### config.mk
export PLATFORM = sky130hd
export DESIGN_NAME = key_cmd_gen
export DESIGN_NICKNAME = d
export VERILOG_FILES = /design/src/rtl/key_cmd_gen.sv
export SDC_FILE = /design/constraint.sdc
export NUM_CORES = 1
export LEC_CHECK = 0
export BUFFER_PORTS_ARGS = -buffer_cell sky130_fd_sc_hd__buf_2
export CAP_MARGIN = 25
export CORE_UTILIZATION = 60
export DETAILED_ROUTE_END_ITERATION = 8
export HOLD_SLACK_MARGIN = 0.1
export MAX_ROUTING_LAYER = met4
export PLACE_DENSITY = 0.77
export SLEW_MARGIN = 15
export SYNTH_ARGS = -nofsm -noshare
export SYNTH_HDL_FRONTEND = slang
export SYNTH_SLANG_ARGS = --single-unit
export TNS_END_PERCENT = 30
### constraint.sdc
create_clock -name sys_clk -period 2.1 [get_ports sys_clk]
set_input_delay 0 -clock sys_clk [delete_from_list [all_inputs] [get_ports sys_clk]]
set_output_delay 0 -clock sys_clk [all_outputs]
set_load 0.02 [all_outputs]
### src/rtl/key_cmd_gen.sv
// Debounced two-key command generator: one registered wr/rd pulse per confirmed press.
// Press-to-flag latency is CNT_MAX+4 edges; write wins a same-cycle collision and the read pulse is dropped.
module key_cmd_gen #(
   parameter logic [19:0] CNT_MAX = 20'd999_999
) (
   input  logic sys_clk,
   input  logic sys_rst,
   input  logic key_wr,
   input  logic key_rd,
   output logic wr_flag,
   output logic rd_flag
);

   typedef enum logic [1:0] {IDLE, DOWN_FILT, HELD, UP_FILT} state_t;

   // Index 0 is the write key, index 1 is the read key.
   logic [1:0]  sync1_q;
   logic [1:0]  key_s_q;
   state_t      state_q [2];
   logic [19:0] cnt_q   [2];
   logic [1:0]  press_d;

   always_comb begin
      press_d = 2'b00;
      for (int i = 0; i < 2; i++) begin
         press_d[i] = (state_q[i] == DOWN_FILT) && !key_s_q[i] && (cnt_q[i] == CNT_MAX);
      end
   end

   always_ff @(posedge sys_clk or posedge sys_rst) begin
      if (sys_rst) begin
         sync1_q <= 2'b11;
         key_s_q <= 2'b11;
         for (int i = 0; i < 2; i++) begin
            state_q[i] <= IDLE;
            cnt_q[i]   <= 20'd0;
         end
         wr_flag <= 1'b0;
         rd_flag <= 1'b0;
      end else begin
         sync1_q <= {key_rd, key_wr};
         key_s_q <= sync1_q;
         for (int i = 0; i < 2; i++) begin
            case (state_q[i])
               IDLE: begin
                  if (!key_s_q[i]) begin
                     state_q[i] <= DOWN_FILT;
                     cnt_q[i]   <= 20'd0;
                  end
               end
               DOWN_FILT: begin
                  if (key_s_q[i]) begin
                     state_q[i] <= IDLE;
                     cnt_q[i]   <= 20'd0;
                  end else if (cnt_q[i] == CNT_MAX) begin
                     state_q[i] <= HELD;
                     cnt_q[i]   <= 20'd0;
                  end else begin
                     cnt_q[i] <= cnt_q[i] + 20'd1;
                  end
               end
               HELD: begin
                  if (key_s_q[i]) begin
                     state_q[i] <= UP_FILT;
                     cnt_q[i]   <= 20'd0;
                  end
               end
               UP_FILT: begin
                  if (!key_s_q[i]) begin
                     state_q[i] <= HELD;
                     cnt_q[i]   <= 20'd0;
                  end else if (cnt_q[i] == CNT_MAX) begin
                     state_q[i] <= IDLE;
                     cnt_q[i]   <= 20'd0;
                  end else begin
                     cnt_q[i] <= cnt_q[i] + 20'd1;
                  end
               end
               default: begin
                  state_q[i] <= IDLE;
                  cnt_q[i]   <= 20'd0;
               end
            endcase
         end
         wr_flag <= press_d[0];
         rd_flag <= press_d[1] & ~press_d[0];
      end
   end

endmodule

**Word level (Yosys, flattened, before mapping)**

Index checks and enable logic that the tools add are counted.

- Add/subtract/negate cells: 2
- Multiply operators: 0
- Divide/modulo/power cells: 0
- $lt $le $gt $ge: 0
- Equality and inequality tests: 16
- Shift operators: 0
- Muxes and demuxes: 26
- Bitwise gates (word level): 2
- Reduce and logical (&&, ||, !) cells: 12

Operator list:

| kind | count |
|---|---|
| 20-bit two-way mux | 10 |
| 20-bit one-hot mux with 4 select lines | 2 |
| 20-bit by 1-bit adder with 20-bit output (second input constant) | 2 |
| 20-bit equality test (second input constant) | 2 |
| 2-bit two-way mux | 12 |
| 2-bit one-hot mux with 4 select lines | 2 |
| 2-bit equality test (second input constant) | 4 |
| 2-bit inequality test (second input constant) | 4 |
| 4-bit AND reduction | 2 |
| 3-bit by 2-bit inequality test with 1-bit output (second input constant) | 2 |
| 3-bit inequality test (second input constant) | 2 |
| 2-bit by 1-bit equality test with 1-bit output (second input constant) | 2 |
| 1-bit logical AND | 4 |
| 2-bit logical NOT | 2 |
| 2-bit AND reduction | 2 |
| 1-bit logical NOT | 2 |
| 1-bit AND | 1 |
| 1-bit inverter | 1 |

- Register bits: 50
- Bits in latches: 0
- RAM bits: 0
- Bits in read-only memories: 0
- Bits of input ports: 4
- Output and inout port bits: 2
- Word-level logic and storage cells: 66
- Memories kept: 0

**Longest topological paths before layout**

- Depth after elaboration: 5
- Gate-level depth with buffers: 8
- Gate-level depth less buffers: 6

**Worst setup path before layout**

Ideal clock, no wire load.

- Path kind: reg2reg
- From: register cnt_q[30] (netlist name)
- To: register cnt_q[37] (netlist name)
- Library setup time: 126 ps
- Arrival time: 1741 ps
- Data required time: 1974 ps
- Setup slack: 233 ps
- Cell stages (with the launch flop): 7
- Buffers on the path: 2
- Clock period less this slack: 1867 ps
- Cells stage by stage: dfrtp_1 -> buf_6 -> or4b_4 -> nor3_4 -> a31oi_4 -> buf_6 -> a221o_1

- Word-level cells in the longest chain between the ends: 4
- Elaborated cells on any way between the ends: 6
- Those cells by class: 1 x add/sub; 1 x eq/ne; 4 x mux

RTL lines:

| element | line | source |
|---|---|---|
| start, declared | 20 | `logic [19:0] cnt_q [2];` |
| start signal, assigned by index | 59 | `cnt_q[i] <= cnt_q[i] + 20'd1;` |
| start signal, assigned by index | 76 | `cnt_q[i] <= cnt_q[i] + 20'd1;` |
| 20-bit by 1-bit adder with 20-bit output / 20-bit equality test (equally long branches) | n/a |  |
| 20-bit two-way mux * | 55, 72 |  |
| 20-bit two-way mux, on equally long branches | 69, 52 |  |
| 20-bit one-hot mux with 4 select lines * | 44 | `case (state_q[i])` |

Every way passes the cells marked *; elsewhere a longest branch is shown, timed or not.
A chain may end at the register's enable or synchronous reset.

**Worst setup path in the final report**

- From: register cnt_q[35] (netlist name)
- To: register cnt_q[24] (netlist name)

- Word-level cells in the longest chain between the ends: 4
- Elaborated cells on any way between the ends: 5
- Those cells by class: 1 x eq/ne; 4 x mux

RTL lines:

| element | line |
|---|---|
| 20-bit equality test * | 55, 72 |
| 20-bit two-way mux * | 55, 72 |
| 20-bit two-way mux, on equally long branches | 69, 52 |
| 20-bit one-hot mux with 4 select lines * | 44 |

Marked as above.

==> results.md <==
- Run status: finished clean
- Buf+Inv Stages, Crit Path: 1
- Area leader, netlist: dfrtp_1
- Fin. max-slew vios: 0
- Tcrit/Tclk final: 0.9700
- Final hold violation count: 0
- Yosys top cell area share: 0.4360
- Largest delay contributor family on the critical path: simple AND/OR/NAND/NOR gates
- H-tree depth: 2
- Top Layer Used: met4
- Largest cells by area after synthesis: dfrtp_1, a31oi_1, nand3_1
- Final #Nets: between 200 and 300
- GR Util All Layers: 0.2557
- Routed WL per cell: around 15 µm
- Yosys warns: 0
- Max-cap violations: 0
- Die extent in x: just under 70 µm
- Maximum vdd ir drop: between 500 and 600 µV
- Initial antenna violation count: 0
- Num CTS Buffers: 5
- Reg2reg setup slack: 60 ps
- Met2 wire length: around 2.3 mm
- Fraction of layout cells with a size suffix above 1: 0.1713
- Max transition margin: 0.4584
- Metal3 WL: approximately 140 µm
- FF-to-FF path depth: 6
- Initial DRC count: between 200 and 250
- Required @ worst endpoint: 2270 ps
- Clk pin slew, worst setup/hold paths: 90 ps
- Dpl hpwl: between 3 and 4 mm
- Worst setup SP type: flip-flop
- Min Tclk post-route: between 2000 and 2500 ps
- Die height: 68.33 µm
- Post-synth cell types: between 40 and 50
- Vias per cell: ~6.2
- Min-delay worst type: input port to async pin
- Slowest library cell on the worst path: or4bb_1
- Boundary pin count: 6
- CTS tree: built
- Global-route wire length before repair: approximately 8.5 mm
- Final RePlAce weighted congestion: roughly 0.82
- WP data arrival: between 2000 and 2500 ps
- Row count: 23
- CP max stage delay: ~520 ps
- Clk buf depth: 2
- Post-Place Setup Slack: 94.41 ps
- Tightest Pin Transition: 809.4 ps
- Cells after synthesis: roughly 270
- Largest net degree at the start of global routing: between 50 and 60
- Asr flop ratio synth: 1.000
- Final ANT Viol Nets: 0
- Vias: between 2k and 2.5k
- Avg Inst Size Synth: 9.851 µm²
- Die ar.: 4669 µm²
- Post-synth top cells: dfrtp_1, nand3_1, nand2_1, a31oi_1, a21oi_1
- Post-Route WL: just over 5 mm
- FMAX: 490.9 MHz
- Port bufs: 5
- RSZ-0062 raised after global routing: no
- Critical path type: flip-flop to flip-flop
- Root buffer cell: clkbuf_8
- # DRC: 0
- Fin worst setup slack: 62.91 ps
- Vias in the first global route: 1,819
- Main synth FF type: dfrtp_1
- Area of the core: 4115 µm²
- Setup TNS: 0 ps
- Area of the mapped netlist: approximately 2600 µm²
- Pre-Repair DR Iteration Count: 4
- Register bit total from synthesis: 50
- Worst skew pair latency: approximately 300 ps
- Seq/Total Area, Yosys: 0.4758
- CP Max Fanout: 17
- Post-synth EDFFs: 0
- Clk_skew: 6.048 ps
- # setup viols final: 0
- Area growth from synthesis to layout: 9.905%
- CP Capture Type: flip-flop
- Pwr/cell area: about 590 nW/µm²
- Critical path, cell by cell: or4bb_1, nor3_2, a31oi_4, buf_4, a41oi_1, a31oi_1
- CTS sink count: 50
- Leakage: 0.001264 µW
- Total nets after synthesis: 274
- Top-count cell post-synth: dfrtp_1
- Antenna cells: 0
- Gr ovfl total: 0
- Initial core utilization: 0.6415
- M1 wire length: about 2.7 mm
- Worst path depth: 6
==> layout make-up <==
class,count,area [µm²]
clock buffers,7,86.33
well taps,50,62.56
fillers,311,1214
multi-input cells,202,1304
repair buffers,22,172.7
inverters,4,15.01
clock inverters,1,5.005
flip-flops and latches,50,1256
==> report_power, final <==
group / switching (µW) / internal [µW]
clock network: 304 / 266
registers: 34.5 / 992
logic: 78.1 / 50.0
total: 416 / 1310
==> per-layer routing <==
metal	track usage	vias to the layer above
met1	0.3592	1014
met4	0.08854	0
met5	-	-
met2	0.3664	36
li1	-	1035
met3	0.05000	5
==> layout by cell type, fill, tap and decap left out, types with 2 or more instances in the layout <==
cell type,n
dfrtp_1,46
nand3_1,28
nand2_1,26
a31oi_1,23
a21oi_1,19
nor2_1,13
buf_4,13
and3_1,8
mux2i_1,8
a22o_1,7
o21ai_0,6
nand2b_1,6
clkbuf_8,6
xnor2_1,5
or2_2,5
nor3_1,5
nand4_1,5
buf_2,5
a21o_1,4
dfstp_2,4
nor4_4,3
inv_1,3
or3_1,3
and2_1,3
dlygate4sd3_1,3
o211ai_1,2
a221o_1,2
a41oi_1,2
==> worst min-delay path: cells and delay by family <==
kind | cells | cell delay, ps
buffers and inverters | 4 | 970
==> cells by family after synthesis <==
kind of cell | Yosys count | synth area share
AO/OA/AOI/OAI | 69 | 0.1730
XOR/XNOR | 5 | 0.01659
adder cells (fa/ha/maj) | 2 | 0.009477
buffers and inverters | 16 | 0.03697
flip-flops | 50 | 0.4758
multiplexers | 9 | 0.03460
AND/OR/NAND/NOR | 117 | 0.2536
==> through the flow <==
| stage | utilization | total power, µW | instance area [µm²] | cells | hold WS, ps |
|---|---|---|---|---|---|
| 2_1_floorplan | - | 1132 | 2640 | 268 | 4.478 |
| 5_1_grt | 0.7051 | 1798 | 2902 | 336 | 322.4 |
| 4_1_cts | 0.7017 | 1736 | 2888 | 336 | 286.1 |
| 3_5_place_dp | 0.6722 | 1167 | 2766 | 325 | 64.17 |
| 3_3_place_gp | 0.6722 | 1163 | 2766 | 325 | 57.23 |
| 6_report | 0.7051 | 1724 | 2902 | 336 | 283.4 |
==> flip-flops by register name, summed over array words and instances (netlist names), named ones only <==
name     cells
key_s_q      2
wr_flag      1
cnt_q       40
state_q      2
rd_flag      1
sync1_q      2
==> final timing paths <==
path                                       start                    end
hold reg to reg             sync1_q[0]$_DFF_PP1_   key_s_q[0]$_DFF_PP1_
min in group sys_clk                      key_rd   sync1_q[1]$_DFF_PP1_
setup / recovery           cnt_q[35]$_DFFE_PP0P_  cnt_q[24]$_DFFE_PP0P_
setup reg to reg           cnt_q[35]$_DFFE_PP0P_  cnt_q[24]$_DFFE_PP0P_
max in group asynchronous                sys_rst   sync1_q[1]$_DFF_PP1_
hold / removal                           sys_rst  cnt_q[14]$_DFFE_PP0P_
==> repair_timing <==
action | in CTS | in global routing
hold endpoints to repair | 52 | 0
hold buffers | 3 | 0
resized for setup | 0 | 3
buffers inserted | 0 | 0
setup endpoints to repair | 0 | 13
Note: power is estimated with default switching activity, not from simulation.
